## config.mk

```make
export PLATFORM = sky130hd
export DESIGN_NAME = uart_sram_loopback_ctrl_flat
export DESIGN_NICKNAME = d
export VERILOG_FILES = /design/src/rtl/uart_sram_loopback_ctrl_pkg.sv /design/src/rtl/uart_sram_loopback_ctrl_if.sv /design/src/rtl/uart_sram_loopback_ctrl_byte_lane_mux.sv /design/src/rtl/uart_sram_loopback_ctrl.sv /design/src/flat_wrapper.sv
export SDC_FILE = /design/constraint.sdc
export NUM_CORES = 1
export LEC_CHECK = 0
export ABC_CLOCK_PERIOD_IN_PS = 2450
export CORE_UTILIZATION = 50
export CTS_BUF_LIST = sky130_fd_sc_hd__clkbuf_8
export DETAILED_ROUTE_END_ITERATION = 6
export PLACE_DENSITY = 0.87
export SETUP_SLACK_MARGIN = 0.5
export SLEW_MARGIN = 25
export SYNTH_ARGS = -nofsm -noshare
export SYNTH_HDL_FRONTEND = slang
export SYNTH_HIERARCHICAL = 1
export SYNTH_SLANG_ARGS = --single-unit
```

## constraint.sdc

```tcl
create_clock -name clk -period 2.45 [get_ports clk]
set_clock_uncertainty 0.05 [all_clocks]
set_input_delay 0.49 -clock clk [delete_from_list [all_inputs] [get_ports clk]]
set_output_delay 0.49 -clock clk [all_outputs]
set_load 0.005 [all_outputs]
```

## src/rtl/uart_sram_loopback_ctrl_pkg.sv

```systemverilog
// Shared definitions for the UART<->SRAM loopback sequencer: 4-bit state
// codes (also shown on the debug display) and the strobe active level.
// The CK_* codes exist only when LOOPBACK_CHECKSUM_EN is defined.
package uart_sram_loopback_ctrl_pkg;

  localparam logic [3:0] S_IDLE     = 4'd0;
  localparam logic [3:0] S_RX_WAIT  = 4'd1;
  localparam logic [3:0] S_RX       = 4'd2;
  localparam logic [3:0] S_WR_BEGIN = 4'd3;
  localparam logic [3:0] S_WR       = 4'd4;
  localparam logic [3:0] S_RD_BEGIN = 4'd5;
  localparam logic [3:0] S_RD       = 4'd6;
  localparam logic [3:0] S_TX_BEGIN = 4'd7;
  localparam logic [3:0] S_TX       = 4'd8;
`ifdef LOOPBACK_CHECKSUM_EN
  localparam logic [3:0] S_CK_BEGIN = 4'd9;
  localparam logic [3:0] S_CK       = 4'd10;
`endif
  localparam logic [3:0] S_DONE     = 4'd11;

  // Wrapper strobes are active low
  localparam logic STROBE_ON  = 1'b0;
  localparam logic STROBE_OFF = 1'b1;

  typedef enum logic [3:0] {
    ST_IDLE     = S_IDLE,
    ST_RX_WAIT  = S_RX_WAIT,
    ST_RX       = S_RX,
    ST_WR_BEGIN = S_WR_BEGIN,
    ST_WR       = S_WR,
    ST_RD_BEGIN = S_RD_BEGIN,
    ST_RD       = S_RD,
    ST_TX_BEGIN = S_TX_BEGIN,
    ST_TX       = S_TX,
`ifdef LOOPBACK_CHECKSUM_EN
    ST_CK_BEGIN = S_CK_BEGIN,
    ST_CK       = S_CK,
`endif
    ST_DONE     = S_DONE
  } state_e;

  // Byte-lane index width; at least one bit even for byte-wide SRAMs
  function automatic int idx_width(input int bpw);
    return (bpw > 1) ? $clog2(bpw) : 1;
  endfunction

endpackage

```

## src/rtl/uart_sram_loopback_ctrl_if.sv

```systemverilog
// Handshake bundle between the loopback sequencer (master) and the
// UART/SRAM wrappers (slave). Strobes are active low, dones are levels.
interface uart_sram_loopback_ctrl_if #(
  parameter int ADDR_W = 20,
  parameter int DATA_W = 32
);
  logic              uart_dataready;
  logic              uart_oen;
  logic              uart_wen;
  logic [7:0]        uart_din;
  logic [7:0]        uart_dout;
  logic              uart_done;
  logic              sram_oen;
  logic              sram_wen;
  logic [ADDR_W-1:0] sram_addr;
  logic [DATA_W-1:0] sram_din;
  logic [DATA_W-1:0] sram_dout;
  logic              sram_done;

  modport master (
    input  uart_dataready, uart_dout, uart_done, sram_dout, sram_done,
    output uart_oen, uart_wen, uart_din, sram_oen, sram_wen, sram_addr, sram_din
  );

  modport slave (
    output uart_dataready, uart_dout, uart_done, sram_dout, sram_done,
    input  uart_oen, uart_wen, uart_din, sram_oen, sram_wen, sram_addr, sram_din
  );
endinterface

```

## src/rtl/uart_sram_loopback_ctrl_byte_lane_mux.sv

```systemverilog
// Byte-lane mux: reads byte idx of a word (unpack for TX) and produces the
// same word with byte idx replaced (pack during RX). Lane 0 is bits [7:0].
module uart_sram_loopback_ctrl_byte_lane_mux #(
  parameter int DATA_W = 32,
  parameter int IDX_W  = 2
) (
  input  logic [DATA_W-1:0] word_i,
  input  logic [IDX_W-1:0]  idx_i,
  input  logic [7:0]        byte_i,
  output logic [7:0]        byte_o,
  output logic [DATA_W-1:0] word_o
);
  localparam int BPW = DATA_W / 8;

  logic [BPW-1:0][7:0] lanes;

  assign lanes  = word_i;
  assign byte_o = lanes[idx_i];

  for (genvar l = 0; l < BPW; l++) begin : g_lane
    assign word_o[l*8 +: 8] = (idx_i == IDX_W'(l)) ? byte_i : lanes[l];
  end
endmodule

```

## src/rtl/uart_sram_loopback_ctrl.sv

```systemverilog
// UART -> SRAM -> UART loopback sequencer. Receives len bytes, packs them
// little-endian into SRAM words from base_addr, then reads them back and
// echoes them in order. Optional LOOPBACK_CHECKSUM_EN appends the XOR of all
// received bytes as one extra transmitted byte.
module uart_sram_loopback_ctrl
  import uart_sram_loopback_ctrl_pkg::*;
#(
  parameter int ADDR_W = 20,
  parameter int DATA_W = 32,
  parameter int LEN_W  = 8
) (
  input  logic                      clk,
  input  logic                      rst_n,
  input  logic                      start,
  input  logic [ADDR_W-1:0]         base_addr,
  input  logic [LEN_W-1:0]          len,
  uart_sram_loopback_ctrl_if.master bus,
  output logic                      busy,
  output logic                      done,
  output logic [3:0]                state_o
);
  localparam int BPW   = DATA_W / 8;
  localparam int IDX_W = idx_width(BPW);
  localparam logic [IDX_W-1:0] IDX_LAST = IDX_W'(BPW - 1);

  state_e            state_q, state_d;
  logic [ADDR_W-1:0] base_q, base_d;
  logic [ADDR_W-1:0] addr_q, addr_d;
  logic [LEN_W-1:0]  len_q, len_d;
  logic [LEN_W-1:0]  cnt_q, cnt_d;
  logic [IDX_W-1:0]  idx_q, idx_d;
  logic [DATA_W-1:0] pack_q, pack_d;   // RX pack register, reused to hold the read word
  logic              busy_q, busy_d;
  logic              done_q, done_d;
  logic              uoen_q, uoen_d;
  logic              uwen_q, uwen_d;
  logic [7:0]        udin_q, udin_d;
  logic              soen_q, soen_d;
  logic              swen_q, swen_d;
  logic [DATA_W-1:0] sdin_q, sdin_d;
`ifdef LOOPBACK_CHECKSUM_EN
  logic [7:0]        ck_q, ck_d;
`endif

  logic [7:0]        lane_byte;
  logic [DATA_W-1:0] lane_word;
  logic [LEN_W-1:0]  cnt_inc;
  logic              last_byte;

  uart_sram_loopback_ctrl_byte_lane_mux #(
    .DATA_W (DATA_W),
    .IDX_W  (IDX_W)
  ) u_lane (
    .word_i (pack_q),
    .idx_i  (idx_q),
    .byte_i (bus.uart_dout),
    .byte_o (lane_byte),
    .word_o (lane_word)
  );

  assign cnt_inc   = cnt_q + LEN_W'(1);
  assign last_byte = (cnt_inc == len_q);

  // Next-state and registered-output decode; every strobe is held until its
  // own done is seen and released on that same edge
  always_comb begin
    state_d = state_q;
    base_d  = base_q;
    addr_d  = addr_q;
    len_d   = len_q;
    cnt_d   = cnt_q;
    idx_d   = idx_q;
    pack_d  = pack_q;
    busy_d  = busy_q;
    done_d  = 1'b0;
    uoen_d  = uoen_q;
    uwen_d  = uwen_q;
    udin_d  = udin_q;
    soen_d  = soen_q;
    swen_d  = swen_q;
    sdin_d  = sdin_q;
`ifdef LOOPBACK_CHECKSUM_EN
    ck_d    = ck_q;
`endif
    case (state_q)
      ST_IDLE: begin
        if (start) begin
          base_d  = base_addr;
          addr_d  = base_addr;
          len_d   = len;
          cnt_d   = '0;
          idx_d   = '0;
          pack_d  = '0;
          busy_d  = 1'b1;
`ifdef LOOPBACK_CHECKSUM_EN
          ck_d    = '0;
`endif
          state_d = (len == '0) ? ST_DONE : ST_RX_WAIT;
        end
      end
      ST_RX_WAIT: begin
        if (bus.uart_dataready) begin
          uoen_d  = STROBE_ON;
          state_d = ST_RX;
        end
      end
      ST_RX: begin
        if (bus.uart_done) begin
          uoen_d = STROBE_OFF;
          pack_d = lane_word;
          cnt_d  = cnt_inc;
`ifdef LOOPBACK_CHECKSUM_EN
          ck_d   = ck_q ^ bus.uart_dout;
`endif
          if (idx_q == IDX_LAST || last_byte) begin
            idx_d   = '0;
            state_d = ST_WR_BEGIN;
          end else begin
            idx_d   = idx_q + IDX_W'(1);
            state_d = ST_RX_WAIT;
          end
        end
      end
      ST_WR_BEGIN: begin
        swen_d  = STROBE_ON;
        sdin_d  = pack_q;
        state_d = ST_WR;
      end
      ST_WR: begin
        if (bus.sram_done) begin
          swen_d = STROBE_OFF;
          pack_d = '0;                  // unfilled lanes of a partial word stay 0
          if (cnt_q == len_q) begin
            addr_d  = base_q;
            cnt_d   = '0;
            state_d = ST_RD_BEGIN;
          end else begin
            addr_d  = addr_q + ADDR_W'(1);
            state_d = ST_RX_WAIT;
          end
        end
      end
      ST_RD_BEGIN: begin
        soen_d  = STROBE_ON;
        state_d = ST_RD;
      end
      ST_RD: begin
        if (bus.sram_done) begin
          soen_d  = STROBE_OFF;
          pack_d  = bus.sram_dout;
          state_d = ST_TX_BEGIN;
        end
      end
      ST_TX_BEGIN: begin
        udin_d  = lane_byte;
        uwen_d  = STROBE_ON;
        state_d = ST_TX;
      end
      ST_TX: begin
        if (bus.uart_done) begin
          uwen_d = STROBE_OFF;
          cnt_d  = cnt_inc;
          if (last_byte) begin
`ifdef LOOPBACK_CHECKSUM_EN
            state_d = ST_CK_BEGIN;
`else
            state_d = ST_DONE;
`endif
          end else if (idx_q == IDX_LAST) begin
            idx_d   = '0;
            addr_d  = addr_q + ADDR_W'(1);
            state_d = ST_RD_BEGIN;
          end else begin
            idx_d   = idx_q + IDX_W'(1);
            state_d = ST_TX_BEGIN;
          end
        end
      end
`ifdef LOOPBACK_CHECKSUM_EN
      ST_CK_BEGIN: begin
        udin_d  = ck_q;
        uwen_d  = STROBE_ON;
        state_d = ST_CK;
      end
      ST_CK: begin
        if (bus.uart_done) begin
          uwen_d  = STROBE_OFF;
          state_d = ST_DONE;
        end
      end
`endif
      ST_DONE: begin
        done_d  = 1'b1;
        busy_d  = 1'b0;
        state_d = ST_IDLE;
      end
      default: state_d = ST_IDLE;
    endcase
  end

  // State, counters, data and strobe registers; reset aborts any transfer
  always_ff @(posedge clk) begin
    if (!rst_n) begin
      state_q <= ST_IDLE;
      base_q  <= '0;
      addr_q  <= '0;
      len_q   <= '0;
      cnt_q   <= '0;
      idx_q   <= '0;
      pack_q  <= '0;
      busy_q  <= 1'b0;
      done_q  <= 1'b0;
      uoen_q  <= STROBE_OFF;
      uwen_q  <= STROBE_OFF;
      udin_q  <= '0;
      soen_q  <= STROBE_OFF;
      swen_q  <= STROBE_OFF;
      sdin_q  <= '0;
`ifdef LOOPBACK_CHECKSUM_EN
      ck_q    <= '0;
`endif
    end else begin
      state_q <= state_d;
      base_q  <= base_d;
      addr_q  <= addr_d;
      len_q   <= len_d;
      cnt_q   <= cnt_d;
      idx_q   <= idx_d;
      pack_q  <= pack_d;
      busy_q  <= busy_d;
      done_q  <= done_d;
      uoen_q  <= uoen_d;
      uwen_q  <= uwen_d;
      udin_q  <= udin_d;
      soen_q  <= soen_d;
      swen_q  <= swen_d;
      sdin_q  <= sdin_d;
`ifdef LOOPBACK_CHECKSUM_EN
      ck_q    <= ck_d;
`endif
    end
  end

  assign bus.uart_oen  = uoen_q;
  assign bus.uart_wen  = uwen_q;
  assign bus.uart_din  = udin_q;
  assign bus.sram_oen  = soen_q;
  assign bus.sram_wen  = swen_q;
  assign bus.sram_addr = addr_q;
  assign bus.sram_din  = sdin_q;
  assign busy          = busy_q;
  assign done          = done_q;
  assign state_o       = state_q;
endmodule
```

## src/flat_wrapper.sv

```systemverilog
// flat-port wrapper written by rule: the top's interface ports become plain ports
module uart_sram_loopback_ctrl_flat import uart_sram_loopback_ctrl_pkg::*;
#(
  parameter int ADDR_W = 20,
  parameter int DATA_W = 32,
  parameter int LEN_W  = 8
)
  (clk, rst_n, start, base_addr, len, busy, done, state_o, bus_uart_dataready, bus_uart_dout, bus_uart_done, bus_sram_dout, bus_sram_done, bus_uart_oen, bus_uart_wen, bus_uart_din, bus_sram_oen, bus_sram_wen, bus_sram_addr, bus_sram_din);
  uart_sram_loopback_ctrl_if #(.ADDR_W(ADDR_W), .DATA_W(DATA_W)) bus_i ();
  input  logic clk;
  input  logic rst_n;
  input  logic start;
  input  logic [ADDR_W-1:0] base_addr;
  input  logic [LEN_W-1:0] len;
  output logic busy;
  output logic done;
  output logic [3:0] state_o;
  input wire logic [$bits(bus_i.uart_dataready)-1:0] bus_uart_dataready;
  input wire logic [$bits(bus_i.uart_dout)-1:0] bus_uart_dout;
  input wire logic [$bits(bus_i.uart_done)-1:0] bus_uart_done;
  input wire logic [$bits(bus_i.sram_dout)-1:0] bus_sram_dout;
  input wire logic [$bits(bus_i.sram_done)-1:0] bus_sram_done;
  output wire logic [$bits(bus_i.uart_oen)-1:0] bus_uart_oen;
  output wire logic [$bits(bus_i.uart_wen)-1:0] bus_uart_wen;
  output wire logic [$bits(bus_i.uart_din)-1:0] bus_uart_din;
  output wire logic [$bits(bus_i.sram_oen)-1:0] bus_sram_oen;
  output wire logic [$bits(bus_i.sram_wen)-1:0] bus_sram_wen;
  output wire logic [$bits(bus_i.sram_addr)-1:0] bus_sram_addr;
  output wire logic [$bits(bus_i.sram_din)-1:0] bus_sram_din;
  assign bus_i.uart_dataready = bus_uart_dataready;
  assign bus_i.uart_dout = bus_uart_dout;
  assign bus_i.uart_done = bus_uart_done;
  assign bus_i.sram_dout = bus_sram_dout;
  assign bus_i.sram_done = bus_sram_done;
  assign bus_uart_oen = bus_i.uart_oen;
  assign bus_uart_wen = bus_i.uart_wen;
  assign bus_uart_din = bus_i.uart_din;
  assign bus_sram_oen = bus_i.sram_oen;
  assign bus_sram_wen = bus_i.sram_wen;
  assign bus_sram_addr = bus_i.sram_addr;
  assign bus_sram_din = bus_i.sram_din;
  uart_sram_loopback_ctrl #(.ADDR_W(ADDR_W), .DATA_W(DATA_W), .LEN_W(LEN_W)) u_core (.clk(clk), .rst_n(rst_n), .start(start), .base_addr(base_addr), .len(len), .bus(bus_i), .busy(busy), .done(done), .state_o(state_o));
endmodule
```

==> results of run 1 <==
worst reg2reg max path: cells and delay by family (launching register included):
kind / cells / cell delay [ps]
DFF: 1 / 370
and+or+nand+nor: 1 / 600
adders and majority gates: 1 / 170
xor gates and xnor gates: 1 / 280
AOI/OAI and AO/OA: 3 / 800
buffers and inverters: 2 / 250
final timing paths:
check	depth (start not counted)	start	endpoint
max	8	u_core/cnt_q[1]	u_core/bus.sram_addr[11]
min	2	u_core/base_q[2]	u_core/base_q[2]
max reg2reg	8	u_core/cnt_q[1]	u_core/bus.sram_addr[11]
min reg2reg	2	u_core/base_q[2]	u_core/base_q[2]
layout make-up:
class | count | area, µm² | area share [%]
Multi-Input combinational cell | 712 | 5130 | 44.5
Inverter | 8 | 31.3 | 0.271
Tap cell | 184 | 230 | 2.00
Sequential cell | 140 | 2900 | 25.1
Clock inverter | 15 | 199 | 1.72
Clock buffer | 17 | 234 | 2.03
Timing Repair Buffer | 273 | 2810 | 24.4
cell families after synthesis:
group,count (synthesis)
xor gates and xnor gates,27
buffers and inverters,83
AOI/OAI and AO/OA,276
muxes,55
adders and majority gates,3
and+or+nand+nor,351
DFF,140
metal layers:
layer / vias up / track usage (%) / part of all wire (%)
li1: 3868 / - / -
met1: 4281 / 41.9 / 33
met2: 953 / 63.3 / 46
met3: 306 / 7.90 / 12
met4: 0 / 23.2 / 8.9
met5: - / 0 / 0
state kept, by name, indices dropped and copies added, names as in the netlist:
signal	count
u_core/bus.uart_oen	1
u_core/busy	1
u_core/idx_q	2
u_core/pack_q	32
u_core/bus.uart_wen	1
u_core/bus.uart_din	8
u_core/base_q	20
u_core/done	1
u_core/len_q	8
u_core/bus.sram_din	32
u_core/state_o	4
u_core/bus.sram_addr	20
u_core/cnt_q	8
u_core/bus.sram_oen	1
u_core/bus.sram_wen	1
power by group through the flow:
stage                     logic (µW)  clock network, µW  registers [µW]
after global placement          3220                  0            3260
final                           5130               2040            3360
after floorplan                 2140                  0            3110
after detailed placement        3310                  0            3280
after CTS                       4390               2010            3260
after global routing            5300               2140            3380
per-stage QoR:
stage          hold WS (ps)  area [µm²]  util (%)  worst slack (ps)
2_1_floorplan           382        7760         -               317
3_3_place_gp            389        9640      65.3             -55.0
3_5_place_dp            395        9640      65.3             -16.2
4_1_cts                 408       11100      75.4               234
5_1_grt                 432       11500      78.2              -229
6_report                406       11500      78.2              -180
synthesized netlist by cell type (4+ instances only):
master and count:
nand2_1 183, dfxtp_1 140, a21oi_1 95, nor2_1 65, clkbuf_1 52, a211oi_1 33, a22oi_1 33, nand3_1 26
o21ai_0 23, mux2_1 16, mux2_4 16, buf_2 14, mux2i_1 14, nor3_1 14, xor2_1 14, xnor2_1 13
nand4_1 11, nor4_1 10, o211ai_1 10, mux4_2 8, o21ai_1 8, inv_1 7, o31ai_1 6, o32ai_1 6
or4_1 6, a222oi_1 5, a31oi_1 5, and2_1 5, and3_1 5, o221ai_1 5, a21o_1 4, a31o_2 4
buf_6 4, nor2b_1 4
timing repair:
item                       4_1_cts  5_1_grt
pin swaps                       34       26
setup buffers                   42        9
gates cloned                     9        0
setup endpoints to repair       91      117
gates resized for setup        138       92
==> flow_summary_export.csv, run 1 <==
group,metric,value,unit
status,status,"finished, violations left",
status,violations,"design-rule violations, negative setup slack",
synth,synthXorXnorAreaFrac,3.09,%
synth,synth_seq_cells,140,
layout,syn2layout_area_growth,50.7,%
synth,yosys.area.top_type,"dfxtp_1",
synth,synth_warnings,6,
cts,hold_buffers,0,
synth,ys_seq_area_share,36.6,%
pwr,netSwitchingFraction,42.2,%
cts,cts.htree.levels,4,
worst_setup_path,cp_top_family,"compound AO/OA/AOI/OAI gates",
placed_design,hpwl,17000,µm
synth,synth.avg_cell_area,8.19,µm²
routing,wl,32700,µm
layout,drive_above_1_share,29.2,%
synth,async_flop_share,0,%
pwr,p_leak,0.00433,µW
sta,fin_crit_sh,107,%
sta,slew-limit-headroom,55.5,%
worst_setup_path,cp_slowest_stage_delay,600,ps
sta,rsz0062_at_grt,"true",
pwr,ir_worst_vdd,0.492,mV
worst_setup_path,cpMaxStageDelayCell,"nor2_1",
routing,via_per_inst,6.97,
worst_setup_path,worst-path-max-fanout,5,
synth,ys.flop_type,"dfxtp_1",
grt,grtUsageTotal,36.9,%
synth,syn-instance-count,935,
layout,final_cell_mix,"179 x nand2_1, 125 x clkdlybuf4s50_1, 102 x dfxtp_1",
die,rows,44,
synth,ys_types,81,
layout,mostFrequentLayoutCell,"nand2_1",
layout,nets,1229,
sta,fmax,380,MHz
synth,synth-adder-area-share,0.490,%
cts,cts_buffer_depth,2,
pwr,powerDensity,912,nW/µm²
worst_setup_path,path_class,"reg2reg",
worst_setup_path,cp-end-kind,"register",
synth,synth_edf_count,0,
routing,drtIter0Drc,1599,
pwr,p_total,10500,µW
routing,wl_per_cell,24.2,µm
die,die_w,126,µm
pwr,seq_power_share,31.9,%
synth,synth-compound-area-share,24.3,%
placed_design,dpl.cell_count,1257,
die,io_pins,144,
placed_design,portBuffers,143,
die,core_area,14800,µm²
grt,grt_pass1_vias,8628,
synth,synth-simple-area-share,20.9,%
placed_design,place_congestion,0.930,
cts,path_clk_slew,110,ps
sta,finalWorstSetupSlack,-180,ps
worst_setup_path,cp.arrival,2940,ps
die,start_util,51.9,%
sta,tightest_slew,665,ps
worst_setup_path,cp-start-kind,"register",
flow_run,cap_violations,0,
grt,grt_pass1_wl,45900,µm
worst_hold_path,min_path_type,"reg2reg",
synth,synth_top_area_share,36.6,%
routing,first_pass_iters,7,
cts,cts.sinks,140,
die,dieArea,15800,µm²
sta,maxSlewViolCount,0,
sta,final-hold-violation-count,0,
pwr,internal_power,6090,µW
layout,antenna_cells,0,
routing,drc_errors,3,
pwr,combPwrFrac,48.7,%
sta,setup_tns,-196,ps
layout,nFillCells,837,
cts,numCtsBuffers,17,
worst_setup_path,worstPathCellList,"ha_4, buf_6, buf_4, xnor2_1, o2111ai_1, nor2_1, a21oi_2, o22ai_1",
routing,antenna_left,0,
sta,setup_viol,2,
worst_setup_path,worstPathRequired,2760,ps
worst_setup_path,r2r_setup_slack,-180,ps
cts,cts-root-buf,"clkbuf_8",
grt,grt-ovfl-total,0,
pwr,power.switching,4440,µW
synth,netlist_top_cells_area,"dfxtp_1 37%, nand2_1 9.0%, a21oi_1 6.2%, a211oi_1 3.2%, a22oi_1 3.2%",
synth,synth_top_family_by_area,"compound AO/OA/AOI/OAI gates",
cts,cts_tree,"yes",
die,fp.dieH,126,µm
cts,clk_latency,490,ps
sta,finalCriticalPeriod,2630,ps
synth,syn_nets,1012,
grt,grt_max_degree,44,
worst_setup_path,cp_num_buf_inv,2,
synth,syn_area,7660,µm²
pwr,pwr-share-clk,19.4,%
routing,via_count,9408,
layout,final_cell_count_no_fill,1349,
synth,muxShareOfSynthArea,9.82,%
grt,antenna_found_initial,0,
Power figures use the tool's default switching activity.
==> run 2: changes to the inputs <==
--- a/config.mk
+++ b/config.mk
@@ -6,10 +6,10 @@
 export NUM_CORES = 1
 export LEC_CHECK = 0
 export ABC_CLOCK_PERIOD_IN_PS = 2450
-export CORE_UTILIZATION = 50
+export CORE_UTILIZATION = 45
 export CTS_BUF_LIST = sky130_fd_sc_hd__clkbuf_8
 export DETAILED_ROUTE_END_ITERATION = 6
-export PLACE_DENSITY = 0.87
+export PLACE_DENSITY = 0.81
 export SETUP_SLACK_MARGIN = 0.5
 export SLEW_MARGIN = 25
 export SYNTH_ARGS = -nofsm -noshare
==> run 2 against run 1 <==
  * The flow now finishes without violations
  * Flip-flop and latch count is the same
  * Clock-buffer cell count is the same
  * Combinational power is essentially flat
  * Hold slack lost 1.1 ps
  * Final cell count grew 2.7%
  * Wire length shrank 6.5%
  * Sequential power is essentially flat
  * Critical path depth is the same
  * Critical endpoint is now u_core/bus.sram_addr[18]
  * Largest cell class unchanged
==> flow_summary_export.csv, run 2 (synthesized netlist as in run 1, its figures left out) <==
group,metric,value,unit
status,status,"finished clean",
cts,hold_buffers,0,
worst_setup_path,rr_worst_depth,8,
cts,cts_tree,"yes",
placed_design,place_congestion,0.902,
placed_design,portBuffers,143,
worst_setup_path,cp_slowest_stage_delay,600,ps
sta,finalCriticalPeriod,2400,ps
cts,clk_latency,480,ps
routing,wl,30500,µm
worst_hold_path,worstHoldStart,"u_core/bus.uart_din[0]",
cts,cts_buffer_depth,2,
placed_design,hpwl,17100,µm
routing,wl_per_cell,22.0,µm
worst_setup_path,crit_path_frequent_cell,"buf_4",
layout,mostFrequentLayoutCell,"nand2_1",
routing,drtIter0Drc,1030,
worst_setup_path,cp.arrival,2720,ps
sta,finalWorstSetupSlack,45.9,ps
die,core_area,16600,µm²
die,die_w,132,µm
worst_setup_path,r2r-end,"u_core/bus.sram_addr[18]",
worst_setup_path,r2r_setup_slack,50,ps
worst_hold_path,hold_end,"u_core/bus.uart_din[0]",
worst_setup_path,path_class,"reg2reg",
worst_setup_path,worst-path-max-fanout,5,
grt,grt_pass1_wl,43900,µm
grt,grt_pass1_vias,8203,
worst_setup_path,cpMaxStageDelayCell,"nor2_1",
cts,numCtsBuffers,17,
pwr,powerDensity,895,nW/µm²
routing,via_per_inst,6.48,
die,fp.dieH,132,µm
worst_setup_path,worstPathRequired,2770,ps
layout,final_cell_mix,"178 x nand2_1, 122 x clkdlybuf4s50_1, 94 x dfxtp_1",
die,io_pins,144,
worst_setup_path,worstPathCellList,"buf_4, buf_4, nand3_4, xor2_1, o2111ai_1, nor2_1, a21oi_1, o32ai_1",
layout,nets,1229,
layout,antenna_cells,0,
grt,grtUsageTotal,31.8,%
layout,drive_above_1_share,30.6,%
cts,cts.htree.levels,4,
sta,tightest_slew,701,ps
routing,first_pass_iters,6,
grt,antenna_found_initial,0,
sta,slew-limit-headroom,53.1,%
routing,antenna_left,0,
cts,cts.sinks,140,
sta,maxSlewViolCount,0,
grt,grt_max_degree,47,
sta,final-hold-violation-count,0,
sta,setup_viol,0,
sta,fmax,416,MHz
worst_hold_path,hold-path-cell-count,2,
pwr,p_leak,0.00438,µW
die,rows,47,
worst_setup_path,cp-end-kind,"register",
placed_design,dpl_cell_area,9620,µm²
sta,rsz0062_at_grt,"true",
die,start_util,46.2,%
worst_setup_path,cp-start-kind,"register",
layout,syn2layout_area_growth,52.5,%
layout,final_util,70.4,%
sta,setup_tns,0,ps
pwr,ir_worst_vdd,0.598,mV
flow_run,cap_violations,0,
placed_design,preCtsSetupSlack,-3.48,ps
cts,path_clk_slew,100,ps
worst_hold_path,min_path_type,"reg2reg",
routing,via_count,8968,
sta,fin_crit_sh,98.1,%
layout,design_area,11700,µm²
grt,grt-ovfl-total,0,
routing,drc_errors,0,
die,dieArea,17500,µm²
worst_setup_path,r2r-start,"u_core/cnt_q[2]",
cts,cts-root-buf,"clkbuf_8",
run 2: timing repair:
item / 4_1_cts / 5_1_grt
cloned: 7 / 2
resized for setup: 141 / 108
endpoints found under the setup margin: 80 / 157
pin swaps: 34 / 46
buffers inserted: 39 / 23
run 2: worst max-delay path: cells and delay by family, from the launching register on:
family	cells	cell delay [ps]
AO/OA/AOI/OAI	3	610
buffers and inverters	2	290
AND/OR/NAND/NOR	2	710
XOR/XNOR	1	240
flip-flops	1	390
run 2: worst max-delay path by stage:
stage,from,end,slack [ps],cells after the start
after global placement,bus_uart_done,u_core/idx_q[1],-10,7
final,u_core/cnt_q[2],u_core/bus.sram_addr[18],50,8
after CTS,u_core/cnt_q[7],u_core/bus.sram_addr[1],210,8
after global routing,u_core/cnt_q[2],u_core/state_o[2],90,7
after floorplan,u_core/cnt_q[3],u_core/bus.sram_addr[10],320,8
after detailed placement,bus_uart_done,u_core/idx_q[1],-3,7
run 2: power by group:
group	internal [µW]	total, µW	leakage, µW	switching, µW
Combinational	2550	5140	0.00300	2590
Clock	798	1970	0.000215	1180
Sequential	2750	3340	0.00117	590
run 2: final cells by class:
type | instances | area (µm²)
clock buffer | 17 | 234
fill | 1136 | 4910
multi-input combinational | 712 | 5160
sequential | 140 | 2920
tap | 220 | 275
inverter | 8 | 31.3
timing repair buffer | 273 | 2870
clock inverter | 15 | 194
run 2: metrics by stage:
step / total power (µW) / std cells / hold WS, ps
6_report: 10500 / 1385 / 405
5_1_grt: 10800 / 1385 / 431
4_1_cts: 9590 / 1360 / 408
3_5_place_dp: 6590 / 1282 / 395
3_3_place_gp: 6510 / 1282 / 390
2_1_floorplan: 5250 / 935 / 382
run 2: per-layer routing:
layer	wire [µm]	vias to the layer above	track usage, %
met1	11100	4213	37.1
met5	0	-	0
met2	14600	705	54.5
li1	-	3857	-
met3	3060	193	7.70
met4	1800	0	15.8
